## config.mk

```make
export PLATFORM = sky130hd
export DESIGN_NAME = proj_sorter_ctrl
export DESIGN_NICKNAME = d
export VERILOG_FILES = /design/src/rtl/proj_sorter_ctrl.sv
export SDC_FILE = /design/constraint.sdc
export NUM_CORES = 1
export LEC_CHECK = 0
export ABC_CLOCK_PERIOD_IN_PS = 6600
export CORE_ASPECT_RATIO = 0.6
export CORE_MARGIN = 2
export CORE_UTILIZATION = 50
export DETAILED_ROUTE_END_ITERATION = 7
export GPL_TIMING_DRIVEN = 0
export PLACE_DENSITY_LB_ADDON = 0.25
export SYNTH_ARGS = -nofsm -noshare
export SYNTH_HDL_FRONTEND = slang
export SYNTH_SLANG_ARGS = --single-unit
```

## constraint.sdc

```tcl
create_clock -name in_clk -period 6.6 [get_ports in_clk]
set_input_delay 0.66 -clock in_clk [delete_from_list [all_inputs] [get_ports in_clk]]
set_output_delay 0.66 -clock in_clk [all_outputs]
set_load 0.02 [all_outputs]
```

## src/rtl/proj_sorter_ctrl.sv

```systemverilog
// Sequencer in front of proj_sorter: clears it, streams indexed signatures through one
// stage register, and captures the smallest-K index list once the last element has settled.
module proj_sorter_ctrl #(
    parameter int INDICES_COUNT = 4,
    parameter int INDICE_LEN    = 8,
    parameter int SIGNATURE_LEN = 16,
    parameter int CNT_W         = INDICE_LEN + 1
) (
    input  logic                            in_clk,
    input  logic                            in_rst_n,
    input  logic                            in_start,
    input  logic [CNT_W-1:0]                in_count,
    input  logic                            in_abort,
    output logic                            out_busy,
    input  logic                            in_sig_valid,
    input  logic [SIGNATURE_LEN-1:0]        in_signature,
    output logic                            out_sig_ready,
    output logic                            out_sorter_rst_n,
    output logic [SIGNATURE_LEN-1:0]        out_sorter_signature,
    output logic [INDICE_LEN-1:0]           out_sorter_index,
    input  logic [INDICES_COUNT-1:0][7:0]   in_sorter_smallest_idx,
    output logic [INDICES_COUNT-1:0][7:0]   out_result,
    output logic [CNT_W-1:0]                out_result_count,
    output logic                            out_result_valid,
    output logic                            out_done
);

    typedef enum logic [2:0] {
        S_IDLE, S_CLEAR, S_FEED, S_DRAIN1, S_DRAIN2, S_DONE
    } state_t;

    localparam logic [CNT_W-1:0] N_MAX = {1'b1, {INDICE_LEN{1'b0}}};
    localparam logic [CNT_W-1:0] K_CNT = CNT_W'(INDICES_COUNT);

    function automatic logic [CNT_W-1:0] sat_min(input logic [CNT_W-1:0] a,
                                                  input logic [CNT_W-1:0] b);
        return (a < b) ? a : b;
    endfunction

    state_t                          state_q, state_d;
    logic [CNT_W-1:0]                n_q;
    logic [CNT_W-1:0]                acc_cnt_q;
    logic [INDICE_LEN-1:0]           idx_cnt_q;
    logic [SIGNATURE_LEN-1:0]        stage_sig_q;
    logic [INDICE_LEN-1:0]           stage_idx_q;
    logic                            sorter_rst_n_q;
    logic [INDICES_COUNT-1:0][7:0]   result_q;
    logic [CNT_W-1:0]                result_count_q;
    logic                            result_valid_q;

    logic accept;
    logic last_accept;
    logic start_ok;

    assign accept      = in_sig_valid & out_sig_ready;
    assign last_accept = accept && ((acc_cnt_q + CNT_W'(1)) == n_q);
    assign start_ok    = (state_q == S_IDLE) && in_start && !in_abort;

    always_ff @(posedge in_clk or negedge in_rst_n) begin
        if (!in_rst_n) begin
            state_q <= S_IDLE;
        end else begin
            state_q <= state_d;
        end
    end

    always_comb begin
        state_d = state_q;
        if (in_abort) begin
            state_d = S_IDLE;
        end else begin
            case (state_q)
                S_IDLE:   if (in_start) state_d = S_CLEAR;
                S_CLEAR:  state_d = (n_q != '0) ? S_FEED : S_DRAIN1;
                S_FEED:   if (last_accept) state_d = S_DRAIN1;
                S_DRAIN1: state_d = S_DRAIN2;
                S_DRAIN2: state_d = S_DONE;
                S_DONE:   state_d = S_IDLE;
                default:  state_d = S_IDLE;
            endcase
        end
    end

    // Ready drops in the abort cycle so no element is taken while the job is being abandoned.
    always_comb begin
        out_busy      = (state_q != S_IDLE);
        out_sig_ready = (state_q == S_FEED) && !in_abort;
        out_done      = (state_q == S_DONE);
    end

    always_ff @(posedge in_clk or negedge in_rst_n) begin
        if (!in_rst_n) begin
            sorter_rst_n_q <= 1'b0;
            stage_sig_q    <= '1;
            stage_idx_q    <= '0;
            n_q            <= '0;
            acc_cnt_q      <= '0;
            idx_cnt_q      <= '0;
            result_q       <= '0;
            result_count_q <= '0;
            result_valid_q <= 1'b0;
        end else begin
            // Registered clear: low for exactly the CLEAR cycle, sorter wipes on the edge ending it.
            sorter_rst_n_q <= (state_d != S_CLEAR);

            // Bubble (all-ones signature) matches sorter reset contents, so idle cycles are inert.
            if (accept) begin
                stage_sig_q <= in_signature;
                stage_idx_q <= idx_cnt_q;
            end else begin
                stage_sig_q <= '1;
                stage_idx_q <= '0;
            end

            if (start_ok) begin
                n_q <= sat_min(in_count, N_MAX);
            end

            if (state_q == S_CLEAR) begin
                acc_cnt_q <= '0;
                idx_cnt_q <= '0;
            end else if (accept) begin
                acc_cnt_q <= acc_cnt_q + CNT_W'(1);
                idx_cnt_q <= idx_cnt_q + INDICE_LEN'(1);
            end

            if (in_abort || start_ok) begin
                result_valid_q <= 1'b0;
            end else if (state_q == S_DRAIN2) begin
                result_valid_q <= 1'b1;
                result_q       <= in_sorter_smallest_idx;
                result_count_q <= sat_min(n_q, K_CNT);
            end
        end
    end

    assign out_sorter_rst_n     = sorter_rst_n_q;
    assign out_sorter_signature = stage_sig_q;
    assign out_sorter_index     = stage_idx_q;
    assign out_result           = result_q;
    assign out_result_count     = result_count_q;
    assign out_result_valid     = result_valid_q;

endmodule

```

Yosys cells after proc, flatten, opt, wreduce, memory -nomap -nowiden
Cells that the tools add are included.

Logic and storage cells: 53. Register bits: 96. Input port bits: 62.

Reductions and logical operators: 12. Magnitude comparators: 2. Add/subtract/negate cells: 2. Equal/unequal tests: 7. Bitwise operators: 2. Mux-type cells: 15.

Operator list (number): $mux W9 (4); $mux W8 (3); $mux W16 (1); $pmux W3 S5 (1); $add A9 B1 Y9 const B (1); $eq A9 B9 Y1 (1); $lt A9 B3 Y1 const B (1); $lt A9 B9 Y1 const B (1); $mux W3 (3); $reduce_bool A9 Y1 (1); $add A8 B1 Y8 const B (1); $eq A3 B2 Y1 const B (2); $eq A3 B3 Y1 const B (2); $logic_and A1 B1 Y1 (4); $reduce_bool A2 Y1 (2); $eq A3 B1 Y1 const B (1); $logic_not A3 Y1 (1); $mux W1 (3); $ne A3 B1 Y1 const B (1); $reduce_bool A3 Y1 (1); $reduce_and A2 Y1 (1); $and A1 B1 Y1 (1); $logic_not A1 Y1 (1); $logic_or A1 B1 Y1 (1); $not A1 Y1 (1).

Logic depth before layout (Yosys ltp)
Gate-level depths: netlist (run 1).

Word-level depth: 8. Gate-level depth with buffers: 9. Depth with buffers taken out: 7.

Worst setup path after synthesis (run 1)
Ideal clock, no wire load.

Path type: register to register. Start point: register, netlist name acc_cnt_q[0]. End point: register n_q[8]. Required time: 6.475 ns. Library setup time: 0.125 ns. Slack: 4.332 ns. Data arrival time: 2.143 ns. Cell stages (with the launch flop): 8. Buffers on the path: 0. Cell sequence: dfrtp_1 ha_1 nand4_1 or3b_2 a211oi_2 a31oi_4 nor2_1 mux2_2.

RTL lines: end signal: assignment (line 116) `n_q <= sat_min(in_count, N_MAX);`; end: declaration (line 41) `logic [CNT_W-1:0] n_q;`.

Final worst setup path (run 1)
Start point: input in_abort. End point: output out_sig_ready.

Cells in the longest elaborated chain, start to end: 2.

Ends and longest elaborated chain: start: declaration (line 13) `input logic in_abort,`; $logic_not A1 Y1 (line 87) `out_sig_ready = (state_q == S_FEED) && !in_abort;`; $logic_and A1 B1 Y1 (line 87); end: declaration (line 17) `output logic out_sig_ready,`.

No other way between the ends.

==> results of run 1 <==
-- synthesized netlist by cell type, types with 2 or more instances --
library cell	n	area, um2
and2_1	2	12.5
xnor3_1	2	45.0
xnor2_1	9	78.8
nand2_1	26	97.6
buf_2	6	30.0
clkbuf_1	12	45.0
nand4_1	2	12.5
a22o_1	2	17.5
nor2_1	13	48.8
ha_1	2	25.0
o41ai_1	7	61.3
a21oi_1	5	25.0
nor3_1	5	25.0
dfstp_2	16	420
dfrtp_1	80	2000
buf_1	2	7.51
nor2b_1	7	43.8
nand3b_1	2	15.0
mux2_2	33	372
and3_1	15	93.8
nand2b_1	17	106
or3_1	3	18.8
o21ai_0	23	115
inv_1	10	37.5
xor2_1	6	52.6
nand3_1	13	65.1
-- registers in the layout, summed over array words and instances, names as in the netlist --
register and flops:
out_result 32, idx_cnt_q 8, out_result_count 9, n_q 9
out_sorter_index 8, acc_cnt_q 9, out_result_valid 1, out_sorter_signature 16
out_sorter_rst_n 1, state_q 3
-- kinds of logic after synthesis --
family / Yosys count / synth area share
AOI/OAI and AO/OA: 48 / 0.0847
xor gates and xnor gates: 17 / 0.0431
adders and majority gates: 2 / 0.00612
buffers and inverters: 32 / 0.0333
DFF: 96 / 0.592
muxes: 33 / 0.0908
and+or+nand+nor: 113 / 0.150
-- worst max-delay path: stages --
cell and delay, ns:
clkdlybuf4s50_1 0.53, nor4b_2 0.38, clkbuf_1 0.38, clkdlybuf4s50_1 0.68
-- through the flow --
step	util	instance area, um2	power [uW]
2_1_floorplan	-	4090	1220
3_3_place_gp	0.698	5530	1520
3_5_place_dp	0.702	5550	1550
4_1_cts	0.736	5820	2030
5_1_grt	0.736	5820	2130
6_report	0.736	5820	2020
-- per-layer routing --
layer  routed length (um)  part of all wire  vias up
met5                    0                 0        -
met4                  149             0.016        0
met3                  668             0.070       14
met2                 4480              0.47      120
met1                 4300              0.45     1498
li1                     -                 -     1470
-- layout make-up --
class / instances / area, um2
Sequential cell: 96 / 2420
Fill cell: 535 / 2090
Multi-Input combinational cell: 213 / 1530
Timing Repair Buffer: 131 / 1330
Clock buffer: 13 / 250
Tap cell: 108 / 135
Buffer: 22 / 98.8
Inverter: 10 / 37.5
Clock inverter: 3 / 20.0
-- power by group through the flow --
stage,Sequential (uW),Clock (uW),Combinational [uW]
3_3_place_gp,820,0,701
2_1_floorplan,935,0,281
3_5_place_dp,829,0,725
5_1_grt,837,511,778
6_report,819,474,727
4_1_cts,819,483,729
-- worst max path at each step --
| stage | endpoint | depth (start not counted) |
|---|---|---|
| 6_report | out_sig_ready | 4 |
| 5_1_grt | out_sig_ready | 4 |
| 4_1_cts | out_sig_ready | 4 |
| 3_5_place_dp | out_sig_ready | 4 |
| 3_3_place_gp | out_sorter_index[3] | 1 |
| 2_1_floorplan | n_q[8] | 7 |
==> results.cfg, run 1 <==
[critical_path]
regToRegSetupSlack_ns = 3.89
start_kind = primary input
cp.arrival_ns = 2.64
cp.required_ns = 5.94
regToRegEndpoint = n_q[8]
path_class = in -> out
cp-startpoint = in_abort
cp_max_fo = 10
r2r_start = acc_cnt_q[0]
cp-end-kind = output port
rr_worst_depth = 7

[global_route]
use_met3 = 0.0667
grt_pass1_wl_um = 15500
grt_util_all_layers = 0.225
grt_max_degree = 57
grt_use_met1 = 0.309
gr-usage-met2 = 0.352
busiest_layer = met2
antenna_found_initial = 0
grt_pass1_vias = 3074
grt_overflow = 0

[synthesis]
synth_async_sr_flop_share = 1.00
ys_ff_latch = 96
yosysSeqAreaShare = 0.592
yosysUniqueCellTypes = 47
synth_edf_count = 0
ys_dominant_reg_cell = dfrtp_1
syn_area_per_cell_um2 = 12.0
syn_nets = 405
synthCells = 341
yosysWarnings = 0
syn_area_um2 = 4090

[route]
route.vias.total = 3102
drc = 0
routedWlPerCell_um = 16.1
vias_per_cell = 5.20
wl_um = 9590
firstDrtPassIters = 4
drtIter0Drc = 124
ant_nets = 0

[sta]
fin_crit_ns = 3.30
whs_ns = 0.317
finalHoldViolCount = 0
relSlewSlack = 0.574
tns_ns = 0
fmax_mhz = 303
slew_violations = 0
setup_viol = 0
rsz0062_at_grt = false
setup_slack_ns = 3.30
worst_pin_slew_ns = 0.630
clock_skew_ns = 0.00514
fin_crit_sh = 0.499

[final_layout]
syn2layout_area_growth_pct = 42.3
fin_nets = 547
final_common_cell = clkdlybuf4s50_1
instances_no_fill = 596
drive_gt1_frac = 0.162
antennaDiodeCount = 0
layout_common_cells = clkdlybuf4s50_1, dfrtp_1, mux2_2

[pwr]
power.switching_fraction = 0.327
p_int_uw = 1360
switchingPower_uw = 661
clkPwrFrac = 0.235
ir_worst_vdd_mv = 0.265
power_density_nw_per_um2 = 347
p_leak_uw = 0.00253
pwr-share-seq = 0.405
share_comb_of_total_power = 0.360

[floorplanning]
die_w_um = 121
core_um2 = 7910
pin_count = 132
die-area_um2 = 8950
start_util = 0.517
core.rowCount = 25
die_y_um = 74.1

[run_status]
status = finished clean

[placed_design]
pre_cts_slack_ns = 3.31
place_congestion = 0.835
io_buffers = 130
dp.cells = 580
dpl.hpwl_um = 7110

[clock_tree]
cts_max_level = 3
clock-sinks = 96
clockRootBuffer = clkbuf_16
cts_setup_buffers = 0
clkLatencyLatePin_ns = 0.33
cts_hold_buf = 0
cts_buffers = 9
cts.clk_slew.worst_paths_ns = 0.06
cts_buffer_depth = 2
tritoncts = built
cts-resized-gates = 0

[min_path]
hold_class = in -> async

[job]
maxCapViolations = 0
Power figures use the tool's default switching activity.
==> inputs of run 2 (changes only) <==
--- a/config.mk
+++ b/config.mk
@@ -5,10 +5,10 @@
 export SDC_FILE = /design/constraint.sdc
 export NUM_CORES = 1
 export LEC_CHECK = 0
-export ABC_CLOCK_PERIOD_IN_PS = 6600
+export ABC_CLOCK_PERIOD_IN_PS = 3300
 export CORE_ASPECT_RATIO = 0.6
 export CORE_MARGIN = 2
-export CORE_UTILIZATION = 50
+export CORE_UTILIZATION = 46
 export DETAILED_ROUTE_END_ITERATION = 7
 export GPL_TIMING_DRIVEN = 0
 export PLACE_DENSITY_LB_ADDON = 0.25
==> constraint.sdc (replaced) <==
create_clock -name in_clk -period 3.3 [get_ports in_clk]
set_input_delay 0.33 -clock in_clk [delete_from_list [all_inputs] [get_ports in_clk]]
set_output_delay 0.33 -clock in_clk [all_outputs]
set_load 0.02 [all_outputs]
==> run 2 against run 1 <==
Clock-buffer cell count is 3 lower. Utilization shrank 5.0 points. Worst hold slack improved by 0.11 ns. Die area grew 8.3%. Sequential share of layout area shrank 0.48 points. First-iteration DRC count increased by 36%. Design area increased by 1.2%. Critical path depth did not move.
==> results.cfg, run 2 (synthesis results as in run 1) <==
[run_status]
status = finished clean

[route]
drc = 0
route.vias.total = 3019
drtIter0Drc = 169
routedWlPerCell_um = 15.1
vias_per_cell = 5.02
firstDrtPassIters = 4
ant_nets = 0
wl_um = 9090

[critical_path]
crit_top_cell = clkdlybuf4s50_1
critical_path.max_stage_delay_ns = 0.69
cp-end-kind = output port
crit_buf_inv = 3
cp.arrival_ns = 2.37
path_class = in -> out
regToRegSetupSlack_ns = 0.64
path_cells = clkdlybuf4s50_1 > nor4b_2 > clkbuf_1 > clkdlybuf4s50_1
crit_family = buffers and inverters
start_kind = primary input
crit_slowest_cell = clkdlybuf4s50_1
cp.required_ns = 2.97
cp_max_fo = 10

[placed_design]
placed_area_um2 = 5560
pre_cts_slack_ns = 0.467
io_buffers = 130
dp.cells = 584
dpl.hpwl_um = 6600
place_congestion = 0.844

[sta]
fmax_mhz = 370
finalHoldViolCount = 0
tns_ns = 0
rsz0062_at_grt = false
setup_viol = 0
clock_skew_ns = 0.00573
relSlewSlack = 0.506
fin_crit_sh = 0.818
worst_pin_slew_ns = 0.731
slew_violations = 0
setup_slack_ns = 0.600
fin_crit_ns = 2.70

[pwr]
p_leak_uw = 0.00256
share_comb_of_total_power = 0.345
power.switching_fraction = 0.316
clkPwrFrac = 0.264
switchingPower_uw = 1320
power_density_nw_per_um2 = 709
p_int_uw = 2860
p_total_uw = 4170
ir_worst_vdd_mv = 0.505
pwr-share-seq = 0.391

[floorplanning]
die-area_um2 = 9690
pin_count = 132
core.rowCount = 26
die_w_um = 126
start_util = 0.476
core_um2 = 8590
die_y_um = 77.1

[final_layout]
final_common_cell = clkdlybuf4s50_1
antennaDiodeCount = 0
n_fill_cell = 669
drive_gt1_frac = 0.166
fin_nets = 548
design_area_um2 = 5890
syn2layout_area_growth_pct = 44.0
largest_reg_flops = 32
layout_common_cells = clkdlybuf4s50_1, dfrtp_1, mux2_2
instances_no_fill = 601

[clock_tree]
cts-resized-gates = 0
tritoncts = built
cts_buffer_depth = 2
clockRootBuffer = clkbuf_16
clkLatencyLatePin_ns = 0.34
cts_max_level = 3
cts.clk_slew.worst_paths_ns = 0.06
cts_buffers = 9
clock-sinks = 96

[min_path]
hold_class = in -> async

[global_route]
grt_overflow = 0
grt_max_degree = 74
grt_util_all_layers = 0.197
grt_pass1_wl_um = 15100
antenna_found_initial = 0
grt_pass1_vias = 2947

[job]
maxCapViolations = 0
[run 2: power groups by stage]
| stage | logic, uW | registers (uW) | clock network, uW |
|---|---|---|---|
| after detailed placement | 1440 | 1650 | 0 |
| after floorplan | 562 | 1870 | 0 |
| after global routing | 1550 | 1670 | 1180 |
| after CTS | 1450 | 1630 | 1130 |
| after global placement | 1400 | 1640 | 0 |
| final | 1440 | 1630 | 1100 |
[run 2: worst reg2reg max path, cell delays in order, from the launching register on]
cell	delay [ns]
dfrtp_1	0.43
ha_1	0.29
nand4_1	0.18
or3b_2	0.51
a211oi_2	0.34
a31oi_4	0.22
nor2_1	0.23
mux2_2	0.36
[run 2: path summary, 6_finish.rpt]
path	depth (start not counted)	from	end
min in group in_clk	2	out_result_count[2]	out_result_count[2]
setup reg to reg	7	acc_cnt_q[0]	n_q[8]
hold reg to reg	2	out_result_count[2]	out_result_count[2]
hold / removal	2	in_rst_n	idx_cnt_q[5]
max in group asynchronous	3	in_rst_n	out_sorter_signature[14]
setup / recovery	4	in_abort	out_sig_ready
[run 2: timing repair]
action | CTS | global route
endpoints found under the hold margin | 9 | 0
setup buffers | 0 | 0
hold buffers | 1 | 0
[run 2: final cells by class]
class                      count  area, um2  area share
sequential                    96       2420       0.411
buffer                        22       98.8      0.0168
inverter                      10       37.5     0.00637
clock inverter                 6       93.8      0.0159
multi-input combinational    213       1530       0.260
tap                          112        140      0.0238
timing repair buffer         132       1340       0.227
clock buffer                  10        229      0.0389
[run 2: through the flow]
| step | util | hold WS, ns |
|---|---|---|
| 3_5_place_dp | 0.647 | 0.253 |
| 3_3_place_gp | 0.644 | 0.480 |
| 5_1_grt | 0.686 | 0.444 |
| 2_1_floorplan | - | 0.0344 |
| 4_1_cts | 0.686 | 0.422 |
| 6_report | 0.686 | 0.427 |
[run 2: layer usage]
layer	part of all wire	wire length [um]	GRT usage	vias to the layer above
li1	-	-	-	1460
met1	0.48	4340	0.281	1451
met2	0.44	3990	0.292	97
met3	0.069	626	0.0614	11
met4	0.014	125	0.0593	0
met5	0	0	0	-
==> RTL change 1: new RTL, flow settings as in run 2 <==
Set the parameter `INDICE_LEN` to 16 (it was 8).
--- a/src/rtl/proj_sorter_ctrl.sv
+++ b/src/rtl/proj_sorter_ctrl.sv
@@ -4,3 +4,3 @@
     parameter int INDICES_COUNT = 4,
-    parameter int INDICE_LEN    = 8,
+    parameter int INDICE_LEN    = 16,
     parameter int SIGNATURE_LEN = 16,
Ports: changed (resized in_count, out_result_count and out_sorter_index); port bits go from 132 to 156. The function was not compared with the original's and may differ.
==> RTL change 1 against run 2 <==
  * Cell area up 50%
  * Sequential cell count up 40
  * Routed wire length up 87%
  * Sequential power up 31%
  * Area after synthesis up 58%
  * Total power up 31%
  * Worst setup slack worse by 0.23 ns
  * First-iteration DRC count rose to 2.5 times the old value
  * Critical path type is now flop to flop
  * Largest power group unchanged
  * Highest routed layer unchanged
==> RTL change 1: results <==
{
  "r2r_end": "n_q[2]$_DFFE_PN0P_",
  "synth_compound_area_share_pct": 10.3,
  "nFillCells": 1074,
  "worst_setup_path_endpoint": "n_q[2]$_DFFE_PN0P_",
  "grt_pass1_wl_um": 26500,
  "grt_pass1_vias": 5114,
  "finalWirelength_um": 17000,
  "synthAdderAreaFrac_pct": 0.387,
  "cts_max_level": 4,
  "num-nets-final": 851,
  "port-buffer-count": 153,
  "cts_inserted_buffers": 17,
  "synth_area_leaders": "dfrtp_1 46%, dfstp_2 6.5%, mux2_2 5.7%",
  "status": "finished, final reports clean",
  "muxShareOfSynthArea_pct": 6.41,
  "arrival_ns": 3.25,
  "syn_nets": 674,
  "clkLatencyLatePin_ns": 0.42,
  "ys_top_cells_by_count": "120 x dfrtp_1, 48 x nand2_1",
  "r2r_slack_ns": 0.37,
  "maxSlewHeadroom_pct": 27.1,
  "reg2reg_depth": 10,
  "via_per_inst": 5.46,
  "startpoint_type": "flop",
  "swShare_pct": 31.7,
  "drt_iter0_drc": 425,
  "place.gp.congestion": 0.927,
  "synth_cell_type_count": 53,
  "hold_path_class": "input port to flop",
  "cellLeakagePower_nw": 3.72,
  "yosysSeqAreaShare_pct": 53.0,
  "hpwl_um": 12300,
  "track_usage_pct": 22.8,
  "grt_start_max_net_pins": 105
}
==> RTL change 1: metrics by stage <==
step / setup WS [ns] / hold WS [ns] / total power [mW] / cell area (µm²) / instances
floorplan: 0.965 / 0.0344 / 2.97 / 6460 / 602
global placement: -3.30 / 0.484 / 3.63 / 8240 / 947
detailed placement: 0.374 / 0.246 / 3.69 / 8260 / 948
CTS: 0.365 / 0.193 / 5.50 / 8840 / 981
global route: 0.153 / 0.217 / 5.73 / 8860 / 984
finish: 0.374 / 0.212 / 5.46 / 8860 / 984
==> RTL change 1: power groups by stage <==
stage	sequential (mW)	combinational [mW]	clock, mW
after floorplan	2.38	0.592	0
after global placement	2.14	1.49	0
after detailed placement	2.16	1.53	0
after CTS	2.13	1.54	1.83
after global routing	2.17	1.64	1.91
final	2.13	1.53	1.79
==> RTL change 1: worst max-delay path: cells and delay by family (launching register included) <==
family                   cells  cell delay [ns]
flip-flops                   1             0.45
adder cells (fa/ha/maj)      1             0.31
multiplexers                 3             0.68
buffers and inverters        2             0.43
AND/OR/NAND/NOR              3             0.84
AO/OA/AOI/OAI                1             0.12
==> RTL change 1: layer usage <==
metal	track usage [%]	vias to the layer above	wire length, µm
met2	33.9	219	7240
met3	4.95	22	1320
li1	-	2489	-
met4	7.50	0	194
met1	33.4	2639	8220
met5	0	-	0
==> RTL change 1: cell type report <==
type / instances / area (µm²) / area share, %
multi-input combinational: 410 / 2800 / 31.6
buffer: 45 / 203 / 2.29
sequential: 136 / 3420 / 38.6
clock inverter: 13 / 109 / 1.23
tap: 192 / 240 / 2.71
clock buffer: 19 / 454 / 5.12
inverter: 11 / 41.3 / 0.466
timing repair buffer: 158 / 1590 / 18.0
==> RTL change 2: new RTL, settings of run 2 <==
Made on the original files. Register the output `out_result_count` once more, with the module's reset; this adds one clock of latency there. The other outputs are not delayed to match.
--- a/src/rtl/proj_sorter_ctrl.sv
+++ b/src/rtl/proj_sorter_ctrl.sv
@@ -140,3 +140,9 @@
     assign out_result           = result_q;
-    assign out_result_count     = result_count_q;
+    always_ff @(posedge in_clk or negedge in_rst_n) begin
+        if (!in_rst_n) begin
+            out_result_count <= '0;
+        end else begin
+            out_result_count <= result_count_q;
+        end
+    end
     assign out_result_valid     = result_valid_q;
Check against the original RTL: not equivalent (a bounded check fails within 10 cycles, from zero or initial values and one cycle with in_rst_n low).
==> RTL change 2 against run 2 <==
  * Global-route usage rose by 0.55 points
  * Worst setup slack got worse by 0.025 ns
  * Routed wire length rose by 7.1%
  * Cell area rose by 3.2%
  * Sequential cell count rose by 9
  * Total power fell by 7.3%
  * Largest power group unchanged
  * Hold slack got worse by 0.060 ns
  * Area after synthesis rose by 4.9%
  * Utilization fell by 2.0 points
  * Largest cell class unchanged
==> RTL change 2: results <==
{
  "status": "finished, final reports clean",
  "crit_family": "compound AO/OA/AOI/OAI gates",
  "grt_use_met3_pct": 6.13,
  "syn_area_per_cell_um2": 12.2,
  "power.share.clock_pct": 27.8,
  "ys_top_cells_by_count": "89 x dfrtp_1, 32 x mux2_2, 23 x nand2_1",
  "inverters": 20,
  "cellLeakagePower_nw": 2.63,
  "place_area_mm2": 0.00576,
  "synth_area_leaders": "dfrtp_1 52%, dfstp_2 9.8%, mux2_2 8.4%",
  "synth_cell_type_count": 50,
  "met1_usage_pct": 27.7,
  "nFillCells": 691,
  "wl_met2_um": 4520,
  "grt_use_met2_pct": 31.7,
  "drt_iter0_drc": 184,
  "layout-drive-gt1-share_pct": 16.8,
  "via_per_inst": 5.05,
  "combPwrFrac_pct": 29.0,
  "multi_input_cells": 208,
  "hpwl_um": 7120,
  "synth_seq_cells": 105,
  "grt_pass1_vias": 3080,
  "wl_met1_um": 4600,
  "grt_start_max_net_pins": 76,
  "ir_drop_mv": 0.450,
  "grt_pass1_wl_um": 15800,
  "hold_path_class": "flop to flop"
}
[RTL change 2: path summary, 6_finish.rpt]
kind / slack [ns] / to / depth (start not counted) / from
setup / recovery: 0.58 / n_q[8]$_DFFE_PN0P_ / 8 / acc_cnt_q[1]$_DFFE_PN0P_
hold / removal: 0.37 / out_result_count[8]$_DFF_PN0_ / 0 / result_count_q[8]$_DFFE_PN0P_
setup reg to reg: 0.58 / n_q[8]$_DFFE_PN0P_ / 8 / acc_cnt_q[1]$_DFFE_PN0P_
hold reg to reg: 0.37 / out_result_count[8]$_DFF_PN0_ / 0 / result_count_q[8]$_DFFE_PN0P_
max in group asynchronous: 2.10 / out_sorter_signature[11]$_DFF_PN1_ / 3 / in_rst_n
min in group asynchronous: 0.46 / out_result[14]$_DFFE_PN0P_ / 2 / in_rst_n
